$ cat src/rtl/seq_pattern_match_pkg.sv
// Shared types and elaboration helpers for the sequence pattern matcher.
// Holds the FSM state encoding and a ceiling-log2 used to size index and fill counters.
package spm_pkg;

    typedef enum logic [1:0] {
        ST_IDLE,
        ST_LOAD,
        ST_ARMED
    } state_t;

    // Never returns less than 1, so counters for DEPTH=1 still get a real bit.
    function automatic int clog2(input int v);
        int r;
        int x;
        r = 0;
        x = 1;
        while (x < v) begin
            x = x * 2;
            r = r + 1;
        end
        return (r < 1) ? 1 : r;
    endfunction

endpackage

$ cat src/rtl/seq_pattern_match_if.sv
// Pattern-load, stream and status signals of the sequence pattern matcher.
// master = data source / monitor side, slave = the matcher.
interface seq_pattern_match_if #(
    parameter int WIDTH = 4,
    parameter int CNT_W = 8
);
    logic             load_start;
    logic             pat_valid;
    logic [WIDTH-1:0] pat_data;
    logic [WIDTH-1:0] pat_mask;
    logic             pat_ready;
    logic             in_valid;
    logic [WIDTH-1:0] in_data;
    logic             cnt_clr;
    logic             armed;
    logic             hit;
    logic [CNT_W-1:0] match_cnt;

    modport master (
        output load_start, pat_valid, pat_data, pat_mask, in_valid, in_data, cnt_clr,
        input  pat_ready, armed, hit, match_cnt
    );

    modport slave (
        input  load_start, pat_valid, pat_data, pat_mask, in_valid, in_data, cnt_clr,
        output pat_ready, armed, hit, match_cnt
    );
endinterface

$ cat src/rtl/seq_pattern_match_word_eq.sv
// Masked equality of one word pair: bits with m=1 must agree, m=0 bits are ignored.
// Purely combinational, no latency, no flow control.
module masked_word_eq #(
    parameter int WIDTH = 4
) (
    input  logic [WIDTH-1:0] a,
    input  logic [WIDTH-1:0] b,
    input  logic [WIDTH-1:0] m,
    output logic             eq
);
    assign eq = ~|((a ^ b) & m);
endmodule

$ cat src/rtl/seq_pattern_match.sv
// Matches a sliding window of stream words against a loadable masked pattern.
// Latency: hit one cycle after the completing in_valid edge; match_cnt updates with it.
// No backpressure: stream words are always accepted while armed, ignored otherwise.
module seq_pattern_match
    import spm_pkg::*;
#(
    parameter int WIDTH   = 4,
    parameter int DEPTH   = 3,
    parameter int CNT_W   = 8,
    parameter int OVERLAP = 1
) (
    input logic               clk,
    input logic               rst_n,
    seq_pattern_match_if.slave bus
);
    localparam int               IDX_W    = clog2(DEPTH + 1);
    localparam logic [IDX_W-1:0] FULL     = IDX_W'(DEPTH);
    localparam logic [IDX_W-1:0] LAST_IDX = IDX_W'(DEPTH - 1);
    localparam logic [CNT_W-1:0] CNT_MAX  = {CNT_W{1'b1}};

    state_t             state_q, state_d;
    logic [IDX_W-1:0]   idx_q, idx_d;
    logic [IDX_W-1:0]   fill_q, fill_d, fill_nxt;
    logic               enter_load, pat_we, shift_en, match;
    logic               hit_q;
    logic [CNT_W-1:0]   cnt_q;
    logic [WIDTH-1:0]   pat_q  [DEPTH];
    logic [WIDTH-1:0]   mask_q [DEPTH];
    logic [WIDTH-1:0]   win_q  [DEPTH];
    logic [WIDTH-1:0]   win_nxt[DEPTH];
    logic [DEPTH-1:0]   word_eq;

    always_comb begin
        state_d    = state_q;
        idx_d      = idx_q;
        enter_load = 1'b0;
        pat_we     = 1'b0;
        case (state_q)
            ST_IDLE: begin
                if (bus.load_start) begin
                    state_d    = ST_LOAD;
                    enter_load = 1'b1;
                end
            end
            ST_LOAD: begin
                // A restart beats a coincident pattern word, which is dropped.
                if (bus.load_start) begin
                    enter_load = 1'b1;
                end else if (bus.pat_valid) begin
                    pat_we = 1'b1;
                    if (idx_q == LAST_IDX) begin
                        state_d = ST_ARMED;
                        idx_d   = '0;
                    end else begin
                        idx_d = idx_q + 1'b1;
                    end
                end
            end
            ST_ARMED: begin
                if (bus.load_start) begin
                    state_d    = ST_LOAD;
                    enter_load = 1'b1;
                end
            end
            default: state_d = ST_IDLE;
        endcase
        if (enter_load) begin
            idx_d = '0;
        end
    end

    assign shift_en = (state_q == ST_ARMED) && bus.in_valid && !bus.load_start;

    // Window slot 0 is the oldest word and lines up with pattern word 0.
    for (genvar i = 0; i < DEPTH - 1; i++) begin : g_shift
        assign win_nxt[i] = win_q[i + 1];
    end
    assign win_nxt[DEPTH-1] = bus.in_data;

    for (genvar i = 0; i < DEPTH; i++) begin : g_eq
        masked_word_eq #(.WIDTH(WIDTH)) u_eq (
            .a  (win_nxt[i]),
            .b  (pat_q[i]),
            .m  (mask_q[i]),
            .eq (word_eq[i])
        );
    end

    assign fill_nxt = (fill_q == FULL) ? FULL : fill_q + 1'b1;
    assign match    = shift_en && (fill_nxt == FULL) && (&word_eq);

    always_comb begin
        fill_d = fill_q;
        if (enter_load) begin
            fill_d = '0;
        end else if (shift_en) begin
            fill_d = (match && (OVERLAP == 0)) ? '0 : fill_nxt;
        end
    end

    always_ff @(posedge clk or negedge rst_n) begin
        if (!rst_n) begin
            state_q <= ST_IDLE;
            idx_q   <= '0;
            fill_q  <= '0;
            hit_q   <= 1'b0;
            cnt_q   <= '0;
            for (int i = 0; i < DEPTH; i++) begin
                win_q[i] <= '0;
            end
        end else begin
            state_q <= state_d;
            idx_q   <= idx_d;
            fill_q  <= fill_d;
            hit_q   <= match;
            if (bus.cnt_clr) begin
                cnt_q <= '0;
            end else if (match && (cnt_q != CNT_MAX)) begin
                cnt_q <= cnt_q + 1'b1;
            end
            if (shift_en) begin
                for (int i = 0; i < DEPTH; i++) begin
                    win_q[i] <= win_nxt[i];
                end
            end
        end
    end

    // Pattern contents are only meaningful once fully loaded, so they carry no reset.
    always_ff @(posedge clk) begin
        if (pat_we) begin
            pat_q[idx_q]  <= bus.pat_data;
            mask_q[idx_q] <= bus.pat_mask;
        end
    end

    assign bus.pat_ready = (state_q == ST_LOAD);
    assign bus.armed     = (state_q == ST_ARMED);
    assign bus.hit       = hit_q;
    assign bus.match_cnt = cnt_q;

endmodule

$ cat src/flat_wrapper.sv
// flat-port wrapper written by rule: the top's interface ports become plain ports
module seq_pattern_match_flat import spm_pkg::*;
#(
    parameter int WIDTH   = 4,
    parameter int DEPTH   = 3,
    parameter int CNT_W   = 8,
    parameter int OVERLAP = 1
)
  (clk, rst_n, bus_load_start, bus_pat_valid, bus_pat_data, bus_pat_mask, bus_in_valid, bus_in_data, bus_cnt_clr, bus_pat_ready, bus_armed, bus_hit, bus_match_cnt);
  seq_pattern_match_if #(.WIDTH(WIDTH), .CNT_W(CNT_W)) bus_i ();
  input logic clk;
  input logic rst_n;
  input wire logic [$bits(bus_i.load_start)-1:0] bus_load_start;
  input wire logic [$bits(bus_i.pat_valid)-1:0] bus_pat_valid;
  input wire logic [$bits(bus_i.pat_data)-1:0] bus_pat_data;
  input wire logic [$bits(bus_i.pat_mask)-1:0] bus_pat_mask;
  input wire logic [$bits(bus_i.in_valid)-1:0] bus_in_valid;
  input wire logic [$bits(bus_i.in_data)-1:0] bus_in_data;
  input wire logic [$bits(bus_i.cnt_clr)-1:0] bus_cnt_clr;
  output wire logic [$bits(bus_i.pat_ready)-1:0] bus_pat_ready;
  output wire logic [$bits(bus_i.armed)-1:0] bus_armed;
  output wire logic [$bits(bus_i.hit)-1:0] bus_hit;
  output wire logic [$bits(bus_i.match_cnt)-1:0] bus_match_cnt;
  assign bus_i.load_start = bus_load_start;
  assign bus_i.pat_valid = bus_pat_valid;
  assign bus_i.pat_data = bus_pat_data;
  assign bus_i.pat_mask = bus_pat_mask;
  assign bus_i.in_valid = bus_in_valid;
  assign bus_i.in_data = bus_in_data;
  assign bus_i.cnt_clr = bus_cnt_clr;
  assign bus_pat_ready = bus_i.pat_ready;
  assign bus_armed = bus_i.armed;
  assign bus_hit = bus_i.hit;
  assign bus_match_cnt = bus_i.match_cnt;
  seq_pattern_match #(.WIDTH(WIDTH), .DEPTH(DEPTH), .CNT_W(CNT_W), .OVERLAP(OVERLAP)) u_core (.clk(clk), .rst_n(rst_n), .bus(bus_i));
endmodule
$ cat config.mk
export PLATFORM = sky130hd
export DESIGN_NAME = seq_pattern_match_flat
export DESIGN_NICKNAME = d
export VERILOG_FILES = /design/src/rtl/seq_pattern_match_pkg.sv /design/src/rtl/seq_pattern_match_if.sv /design/src/rtl/seq_pattern_match_word_eq.sv /design/src/rtl/seq_pattern_match.sv /design/src/flat_wrapper.sv
export SDC_FILE = /design/constraint.sdc
export NUM_CORES = 1
export LEC_CHECK = 0
export CORE_MARGIN = 2
export CORE_UTILIZATION = 35
export CTS_BUF_LIST = sky130_fd_sc_hd__clkbuf_16
export CTS_CLUSTER_SIZE = 28
export DETAILED_ROUTE_END_ITERATION = 6
export DONT_BUFFER_PORTS = 1
export GPL_TIMING_DRIVEN = 1
export SLEW_MARGIN = 20
export SYNTH_ARGS = -nofsm -noshare
export SYNTH_HDL_FRONTEND = slang
export SYNTH_SLANG_ARGS = --single-unit
$ cat constraint.sdc
create_clock -name clk -period 2.94 [get_ports clk]
set_clock_uncertainty 0.15 [all_clocks]
set_input_delay 0.147 -clock clk [delete_from_list [all_inputs] [get_ports clk]]
set_output_delay 0.147 -clock clk [all_outputs]
set_load 0.01 [all_outputs]
==> reports/metrics.cfg, run 1 <==
[sta]
drv_slew=0
worst_pin_slew_ns=0.473
relSlewSlack=0.683
finalCritPeriodShare=0.828
fin_crit_ns=2.43
final-hold-violation-count=0
rsz0062_at_grt=false
fmax_mhz=411
setup_viol=0
tns_ns=0

[status]
status=completed

[worst_setup_path]
critPathMaxStageDelay_ns=0.59
crit_slowest_cell=or4_1
end_kind=flip-flop
startpoint_type=flip-flop
required_ns=2.99
arrival_ns=2.48
crit_fanout=14
path_class=flip-flop to flip-flop
path_cells=nand2b_1 -> a2111oi_4 -> nand4_2 -> or4_1 -> a21oi_1

[yosys]
avgSynthCellArea_um2=13.3
synth-simple-area-share=0.130
synth_xor_area_frac=0.0503
synth_fa_ha_area_frac=0.00599
yosys.cell_types.count=40
netlist_area_um2=2090
ys_ff_latch=47
synth_compound_gate_area_share=0.111
synth_top_family_by_area=simple AND/OR/NAND/NOR gates
ys_seq_area_frac=0.621
synthCells=157
synth.area.mux_share=0.0593
ys_dominant_reg_cell=edfxtp_1
ys.warnings.count=0
ys_async_sr_fraction=0.489
synth_edf_count=24
synth_nets=176

[pwr]
p_clk_frac=0.403
internal_power_w=0.00107
leakagePower_nw=0.968
total_power_w=0.00137
switchingPower_w=0.000298
power_frac_seq=0.531
swShare=0.218
p_comb_frac=0.066
vdd.ir_drop.worst_mv=0.267
p_per_area_nw_per_um2=544

[clocking]
htreeDepth=2
hold_buffers=20
post_cts_buffers=0
clkSlewWorstSetupHoldPaths_ns=0.06
numCtsBuffers=5
cts_tree=yes
ctsResizeCount=0
clock_path_buffers=2
clk_latency_ns=0.28
cts_sinks=47
cts_root_buf=clkbuf_16

[floorplanning]
initial_core_util=0.357
die-area_um2=6600
fp.dieH_um=81.2
core-area_um2=5850
ios=29
row_count=28
die_x_um=81.2

[job]
drv_cap=0

[routing]
firstDrtPassIters=4
viasPerCell=5.25
postRouteAntennaNets=0
drcViolationCount=0
drt_iter0_markers=64
wl_um=4190
wl_per_cell_um=16.4
vias=1344

[global_routing]
grt_pass1_vias=1387
grt_use_total=0.139
grt-ovfl-total=0
grt_pass1_wl_um=6680
antenna_found_initial=0
grt_max_degree=24

[finish]
antenna_cells=0
drive_above_1_share=0.127
final_area_um2=2520
finish.utilization=0.431
nets=199
area.growth.synth_to_final_pct=20.7
final_cell_count_no_fill=256

[hold_path]
hp-class=input pin to flip-flop

[place]
io_buffers=0
place_congestion=0.761
dp_cells=228
dp_hpwl_um=2930
placed_cell_area_um2=2170

[worst paths after layout]
path / startpoint / end / slack [ns] / cells past startpoint
setup / recovery: u_core.state_q[0] / u_core.bus.match_cnt[4] / 0.51 / 5
max in group asynchronous: rst_n / u_core.bus.match_cnt[3] / 2.33 / 2
hold reg to reg: u_core.win_nxt[8] / u_core.win_nxt[8] / 0.38 / 1
setup reg to reg: u_core.state_q[0] / u_core.bus.match_cnt[4] / 0.51 / 5
min in group asynchronous: rst_n / u_core.win_nxt[4] / 0.16 / 2
hold / removal: bus_load_start / u_core.fill_q[0] / 0.12 / 4
[critical path: cells and delay by family (launching register included)]
family             cells  cell delay [ns]
and+or+nand+nor        3             1.21
DFF                    1             0.49
AOI/OAI and AO/OA      2             0.50
[synthesized netlist by cell type, types with 2 or more instances]
master,count,share of area
a21oi_1,10,0.024
a22o_1,4,0.017
a22oi_1,3,0.011
and2_1,3,0.0090
clkbuf_1,3,0.0054
dfrtp_1,23,0.28
edfxtp_1,24,0.35
inv_1,6,0.011
mux2_2,11,0.059
nand2_1,9,0.016
nand2b_1,2,0.0060
nand3_1,3,0.0072
nand4_1,2,0.0060
nor2_1,3,0.0054
nor2b_1,5,0.015
nor3b_1,2,0.0072
nor4_1,2,0.0060
o21ai_0,3,0.0072
o31ai_1,4,0.014
or4_1,4,0.014
xor2_1,12,0.050
[power by group through the flow]
| stage | combinational (W) | sequential, W | clock, W |
|---|---|---|---|
| detailed placement | 0.0000536 | 0.000742 | 0 |
| CTS | 0.0000914 | 0.000728 | 0.000561 |
| floorplan | 0.0000475 | 0.000736 | 0 |
| finish | 0.0000899 | 0.000728 | 0.000552 |
| global placement | 0.0000518 | 0.000740 | 0 |
| global route | 0.0000994 | 0.000730 | 0.000595 |
[layout make-up]
cell class,count,area (um2)
fillers,527,3330
flip-flops and latches,47,1300
multi-input cells,99,746
repair buffers,21,218
clock buffers,5,125
well taps,75,93.8
inverters,6,22.5
clock inverters,3,20.0
[metrics by stage]
| stage | worst slack [ns] | hold slack, ns |
|---|---|---|
| after global routing | 0.361 | 0.172 |
| after global placement | 0.680 | -0.297 |
| final | 0.507 | 0.116 |
| after detailed placement | 0.537 | -0.297 |
| after CTS | 0.510 | 0.113 |
| after floorplan | 0.873 | -0.299 |
[per-layer routing]
metal,vias to the layer above,share of wire,global-route usage
met5,-,0,0
met1,663,0.42,0.156
met2,38,0.50,0.244
li1,636,-,-
met4,0,0.014,0.0458
met3,7,0.064,0.0500
[kinds of logic (layout without fill, tap and decap cells)]
| group | Yosys count | in the layout |
|---|---|---|
| AO/OA/AOI/OAI | 31 | 31 |
| flip-flops | 47 | 47 |
| AND/OR/NAND/NOR | 44 | 44 |
| buffers and inverters | 11 | 35 |
| adder cells (fa/ha/maj) | 1 | 1 |
| multiplexers | 11 | 11 |
| XOR/XNOR | 12 | 12 |
[cells in the final DEF (no fill, tap or decap), types with 2 or more instances in the layout]
master	count
edfxtp_1	24
dfrtp_1	23
dlygate4sd3_1	19
xor2_1	12
mux2_2	11
a21oi_1	10
nand2_1	9
inv_1	7
nor2b_1	5
clkbuf_16	5
a22o_1	4
o31ai_1	4
or4_1	4
and2_1	3
a22oi_1	3
nand3_1	3
nor2_1	3
o21ai_0	3
nand2b_1	2
nor3b_1	2
nand4_1	2
nor4_1	2
[flip-flops by register name (all words and copies together), names as in the netlist]
signal                cells
u_core.idx_q              2
u_core.mask_q            12
u_core.bus.hit            1
u_core.bus.match_cnt      8
u_core.pat_q             12
u_core.win_nxt            8
u_core.state_q            2
u_core.fill_q             2
(Power assumes the default switching activity.)
==> run 2: changes to the inputs <==
Clock period 2.94 ns to 2.1 ns, I/O delays scaled along.
==> run 2 against run 1 <==
Effect of this change:
- the flow now finishes with violations (setup timing)
- critical endpoint unchanged
- cell count rose by 11%
- critical path type unchanged
- critical path depth rose by 1
- global-route usage is 2.1 points higher
==> reports/metrics.cfg, run 2 (synthesized netlist as in run 1, its figures left out) <==
[finish]
antenna_cells=0  ; unchanged
reg.largest.list=u_core.mask_q (12), u_core.pat_q (12)
area.growth.synth_to_final_pct=37.7
regArea_um2=1300  ; unchanged
drive_above_1_share=0.292  ; +0.165
nets=227  ; +14%
multiInputGateArea_um2=862  ; +16%
final_cell_mix=dlygate4sd3_1, edfxtp_1, dfrtp_1
n_fill_cell=510  ; -3.2%
final_area_um2=2880  ; +14%

[worst_setup_path]
reg2regPathDepth=6  ; +1
regToRegSetupSlack_ns=-0.03  ; -0.54 ns
reg2reg_from=u_core.pat_q[2][1]
path_class=flip-flop to flip-flop
end_kind=flip-flop
startpoint_type=flip-flop
required_ns=2.16  ; -0.83 ns
critPathCapture=u_core.bus.match_cnt[4]
regToRegEndpoint=u_core.bus.match_cnt[4]
arrival_ns=2.19  ; -0.29 ns
crit_start=u_core.pat_q[2][1]
crit_fanout=5  ; -9

[place]
place_ws_ns=-0.141  ; -0.678 ns
placed_cell_area_um2=2290  ; +5.9%
dp_hpwl_um=3110  ; +6.3%
io_buffers=0  ; unchanged
place_congestion=0.770  ; +1.1%

[sta]
fin_crit_ns=2.13  ; -0.304 ns
rsz0062_at_grt=true
tns_ns=-0.0495  ; -0.0495 ns
drv_slew=0  ; unchanged
worst_pin_slew_ns=0.480  ; +0.00675 ns
fin_ws_ns=-0.0292  ; -0.536 ns
setup_viol=3  ; +3
holdWs_ns=0.00122  ; -0.114 ns
fmax_mhz=470  ; +14%
final-hold-violation-count=0  ; unchanged
finalCritPeriodShare=1.01  ; +0.186
relSlewSlack=0.680  ; -0.00283

[floorplanning]
initial_core_util=0.357  ; unchanged
die-area_um2=6600  ; unchanged
row_count=28  ; unchanged
ios=29  ; unchanged
die_x_um=81.2  ; unchanged
core-area_um2=5850  ; unchanged
fp.dieH_um=81.2  ; unchanged

[routing]
firstDrtPassIters=4  ; unchanged
drcViolationCount=0  ; unchanged
viasPerCell=5.27  ; +0.47%
vias=1498  ; +11%
drt_iter0_markers=65  ; +1.6%
wl_per_cell_um=17.1  ; +4.5%
wl_um=4860  ; +16%
postRouteAntennaNets=0  ; unchanged

[clocking]
htreeDepth=2  ; unchanged
clk_latency_ns=0.28  ; about the same
clock_path_buffers=2  ; unchanged
clkSlewWorstSetupHoldPaths_ns=0.07  ; about the same
numCtsBuffers=5  ; unchanged
cts_tree=yes
cts_root_buf=clkbuf_16
cts_sinks=47  ; unchanged

[global_routing]
grt_pass1_vias=1607  ; +16%
grt_use_total=0.160  ; +0.0212
grt_max_degree=24  ; unchanged
grt-ovfl-total=0  ; unchanged
antenna_found_initial=0  ; unchanged
grt_pass1_wl_um=7850  ; +17%

[hold_path]
hp-class=input pin to flip-flop

[pwr]
leakagePower_nw=1.13  ; +16%
total_power_w=0.00196  ; +43%
vdd.ir_drop.worst_mv=0.519  ; +94%
p_per_area_nw_per_um2=682  ; +25%

[status]
status=complete, but fails checks
violations=setup timing

[job]
drv_cap=0  ; unchanged

[run 2: metal layers]
layer,track usage,part of all wire,up-vias
li1,-,-,693
met1,0.196,0.40,719
met2,0.269,0.51,67
met3,0.0467,0.065,19
met4,0.0559,0.025,0
met5,0,0,-
[run 2: per-stage QoR]
stage	util	std cells
final	0.491	284
after global routing	0.491	284
after CTS	0.476	283
after detailed placement	0.392	245
after global placement	0.392	245
after floorplan	-	157
[run 2: how the worst min path moves through the flow]
stage	endpoint	start	depth (start not counted)	slack, ns
2_1_floorplan	u_core.bus.hit	rst_n	0	-0.34
3_3_place_gp	u_core.bus.match_cnt[6]	rst_n	0	-0.34
3_5_place_dp	u_core.bus.match_cnt[6]	rst_n	0	-0.34
4_1_cts	u_core.fill_q[1]	bus_load_start	2	0.007
5_1_grt	u_core.fill_q[1]	bus_load_start	2	0.003
6_report	u_core.fill_q[1]	bus_load_start	2	0.001
[run 2: what timing repair did]
| item | 4_1_cts | 5_1_grt |
|---|---|---|
| resized for setup | 7 | 15 |
| hold buffers | 25 | 0 |
| setup buffers | 4 | 1 |
| hold endpoints to repair | 65 | 0 |
| cloned | 1 | 0 |
| pin swaps | 7 | 7 |
| endpoints found under the setup margin | 8 | 8 |
[run 2: critical path, cell delays in order, from the launching register on]
cell	delay [ns]
edfxtp_1	0.40
xor2_2	0.19
a2111oi_4	0.29
buf_4	0.19
nand4_4	0.15
or4_4	0.54
a21oi_2	0.14
[run 2: area by class of cell]
cell class,instances,area share
Multi-Input combinational cell,100,0.300
Timing Repair Buffer,48,0.158
Inverter,6,0.00783
Clock buffer,5,0.0435
Sequential cell,47,0.451
Tap cell,75,0.0326
Clock inverter,3,0.00783
[run 2: power breakdown]
group	switching (W)	internal, W	total, W
sequential	0.0000169	0.00100	0.00102
combinational	0.0000817	0.0000770	0.000159
clock	0.000340	0.000445	0.000785
total	0.000439	0.00152	0.00196
==> run 3: changes to the inputs <==
Settings changed: CTS_CLUSTER_DIAMETER set to 40, HOLD_SLACK_MARGIN set to 0.02, SKIP_CTS_REPAIR_TIMING set to 1.
==> run 3 against run 2 <==
Effect of this change:
- clock-buffer cell count unchanged
- largest power group unchanged
- critical endpoint is now u_core.bus.match_cnt[2]
- register-to-register slack worse by 0.02 ns
- total power fell by 0.21%
- flip-flop and latch count is the same
- sequential power hardly changed
- the run ends with hold timing, setup timing left
- core utilization is 0.64 points lower
- final area fell by 1.3%
- first-iteration DRC count rose by 6.2%
- non-clock buffer count decreased by 2
- critical path type unchanged
- hold slack got worse by 0.28 ns
==> reports/metrics.cfg, run 3 (synthesized netlist as in run 1, its figures left out) <==
[sta]
final-hold-violation-count=6  ; +6
setup_viol=3  ; unchanged
holdWs_ns=-0.280  ; -0.281 ns
relSlewSlack=0.673  ; -0.00675
fin_crit_ns=2.15  ; +0.0160 ns
worst_pin_slew_ns=0.490  ; +0.0101 ns
fin_ws_ns=-0.0452  ; -0.0160 ns
finalCritPeriodShare=1.02  ; +0.00763
drv_slew=0  ; unchanged
fmax_mhz=466  ; -0.75%
rsz0062_at_grt=true

[pwr]
p_comb_frac=0.080  ; about the same
swShare=0.222  ; -0.00167
power_frac_seq=0.520  ; about the same
p_per_area_nw_per_um2=689  ; +1.1%
p_clk_frac=0.400  ; about the same
total_power_w=0.00196  ; -0.21%
internal_power_w=0.00152  ; about the same
leakagePower_nw=1.11  ; -1.6%
switchingPower_w=0.000434  ; -0.95%
vdd.ir_drop.worst_mv=0.527  ; +1.6%

[clocking]
cts_root_buf=clkbuf_16
cts_tree=yes
htreeDepth=2  ; unchanged
numCtsBuffers=5  ; unchanged
cts_sinks=47  ; unchanged
clk_latency_ns=0.28  ; about the same
clkSlewWorstSetupHoldPaths_ns=0.06  ; about the same
clock_path_buffers=2  ; unchanged

[worst_setup_path]
end_kind=flip-flop
crit_slowest_cell=or4_1
path_cells=xor2_1 -> a222oi_1 -> buf_4 -> nand4_4 -> or4_1 -> a21oi_1
cp_num_buf_inv=1  ; unchanged
crit_fanout=5  ; unchanged
required_ns=2.15  ; about the same
path_delay_family=simple AND/OR/NAND/NOR gates
critPathMaxStageDelay_ns=0.49  ; -0.05 ns
path_class=flip-flop to flip-flop
arrival_ns=2.20  ; about the same
startpoint_type=flip-flop

[floorplanning]
ios=29  ; unchanged
die_x_um=81.2  ; unchanged
core-area_um2=5850  ; unchanged
die-area_um2=6600  ; unchanged
initial_core_util=0.357  ; unchanged
row_count=28  ; unchanged
fp.dieH_um=81.2  ; unchanged

[global_routing]
grt_pass1_vias=1414  ; -12%
grt_max_degree=24  ; unchanged
antenna_found_initial=0  ; unchanged
grt_pass1_wl_um=6780  ; -14%
grt-ovfl-total=0  ; unchanged
grt_use_total=0.139  ; -0.0214

[finish]
reg.largest.list=u_core.mask_q (12), u_core.pat_q (12)
regArea_um2=1300  ; unchanged
area.growth.synth_to_final_pct=35.9
drive_above_1_share=0.300  ; +0.00765
finish.utilization=0.485  ; -0.00642
n_fill_cell=509  ; -0.20%
antenna_cells=0  ; unchanged
multiInputGateArea_um2=855  ; -0.87%
nets=225  ; -0.88%
final_cell_mix=edfxtp_1, dlygate4sd3_1, dfrtp_1
final_common_cell=edfxtp_1

[job]
drv_cap=0  ; unchanged

[routing]
drt_iter0_markers=69  ; +6.2%
vias=1488  ; -0.67%
firstDrtPassIters=4  ; unchanged
viasPerCell=5.28  ; about the same
drcViolationCount=0  ; unchanged
wl_um=5020  ; +3.3%
postRouteAntennaNets=0  ; unchanged
wl_per_cell_um=17.8  ; +4.0%

[status]
violations=hold timing, setup timing
status=complete, but fails checks

[place]
place_congestion=0.770  ; unchanged
dp_hpwl_um=3110  ; unchanged
io_buffers=0  ; unchanged

[hold_path]
hp-class=input pin to flip-flop

[run 3: cell types whose count changed in the layout (fill, tap and decap cells not counted), sizes merged]
| cell | before | now |
|---|---|---|
| dlygate4sd3 | 24 | 23 |
| buf | 24 | 23 |
[run 3: layer usage]
layer	part of all wire	vias up	track usage	wire length (um)
li1	-	691	-	-
met1	0.42	738	0.168	2100
met2	0.51	52	0.231	2580
met3	0.058	7	0.0511	291
met4	0.0094	0	0.0441	47
met5	0	-	0	0
[run 3: layout make-up]
class | count | area share
Timing Repair Buffer | 46 | 0.149
Inverter | 6 | 0.00794
Clock buffer | 5 | 0.0441
Multi-Input combinational cell | 100 | 0.301
Sequential cell | 47 | 0.457
Clock inverter | 3 | 0.00794
Tap cell | 75 | 0.0331
[run 3: final timing paths]
check	from	endpoint	slack, ns	cells after the start
worst max-delay path	u_core.pat_q[2][2]	u_core.bus.match_cnt[2]	-0.05	6
max in group asynchronous	rst_n	u_core.bus.match_cnt[1]	1.52	2
worst min-delay path	bus_cnt_clr	u_core.bus.match_cnt[0]	-0.28	1
min in group asynchronous	rst_n	u_core.win_nxt[8]	0.13	2
worst max register to register	u_core.pat_q[2][2]	u_core.bus.match_cnt[2]	-0.05	6
worst min register to register	u_core.win_nxt[10]	u_core.win_nxt[10]	0.38	1
[run 3: power by group through the flow]
| stage | Sequential, W | Combinational (W) | Clock, W |
|---|---|---|---|
| 6_report | 0.00102 | 0.000156 | 0.000784 |
| 5_1_grt | 0.00102 | 0.000170 | 0.000841 |
| 4_1_cts | 0.00102 | 0.0000888 | 0.000799 |
| 3_5_place_dp | 0.00103 | 0.0000882 | 0 |
| 3_3_place_gp | 0.00103 | 0.0000842 | 0 |
| 2_1_floorplan | 0.00103 | 0.0000666 | 0 |
[run 3: worst register-to-register path: stages, from the launching register on]
cell	delay, ns
edfxtp_1	0.37
xor2_1	0.18
a222oi_1	0.38
buf_4	0.22
nand4_4	0.11
or4_1	0.49
a21oi_1	0.16
[run 3: metrics by stage]
stage	setup TNS, ns	cells	area, um2	setup WS [ns]
floorplan	0	157	2090	0.0328
global route	-0.431	282	2840	-0.109
finish	-0.0992	282	2840	-0.0452
CTS	-0.796	253	2440	-0.161
detailed placement	-0.630	245	2290	-0.141
global placement	-0.180	245	2290	-0.0481
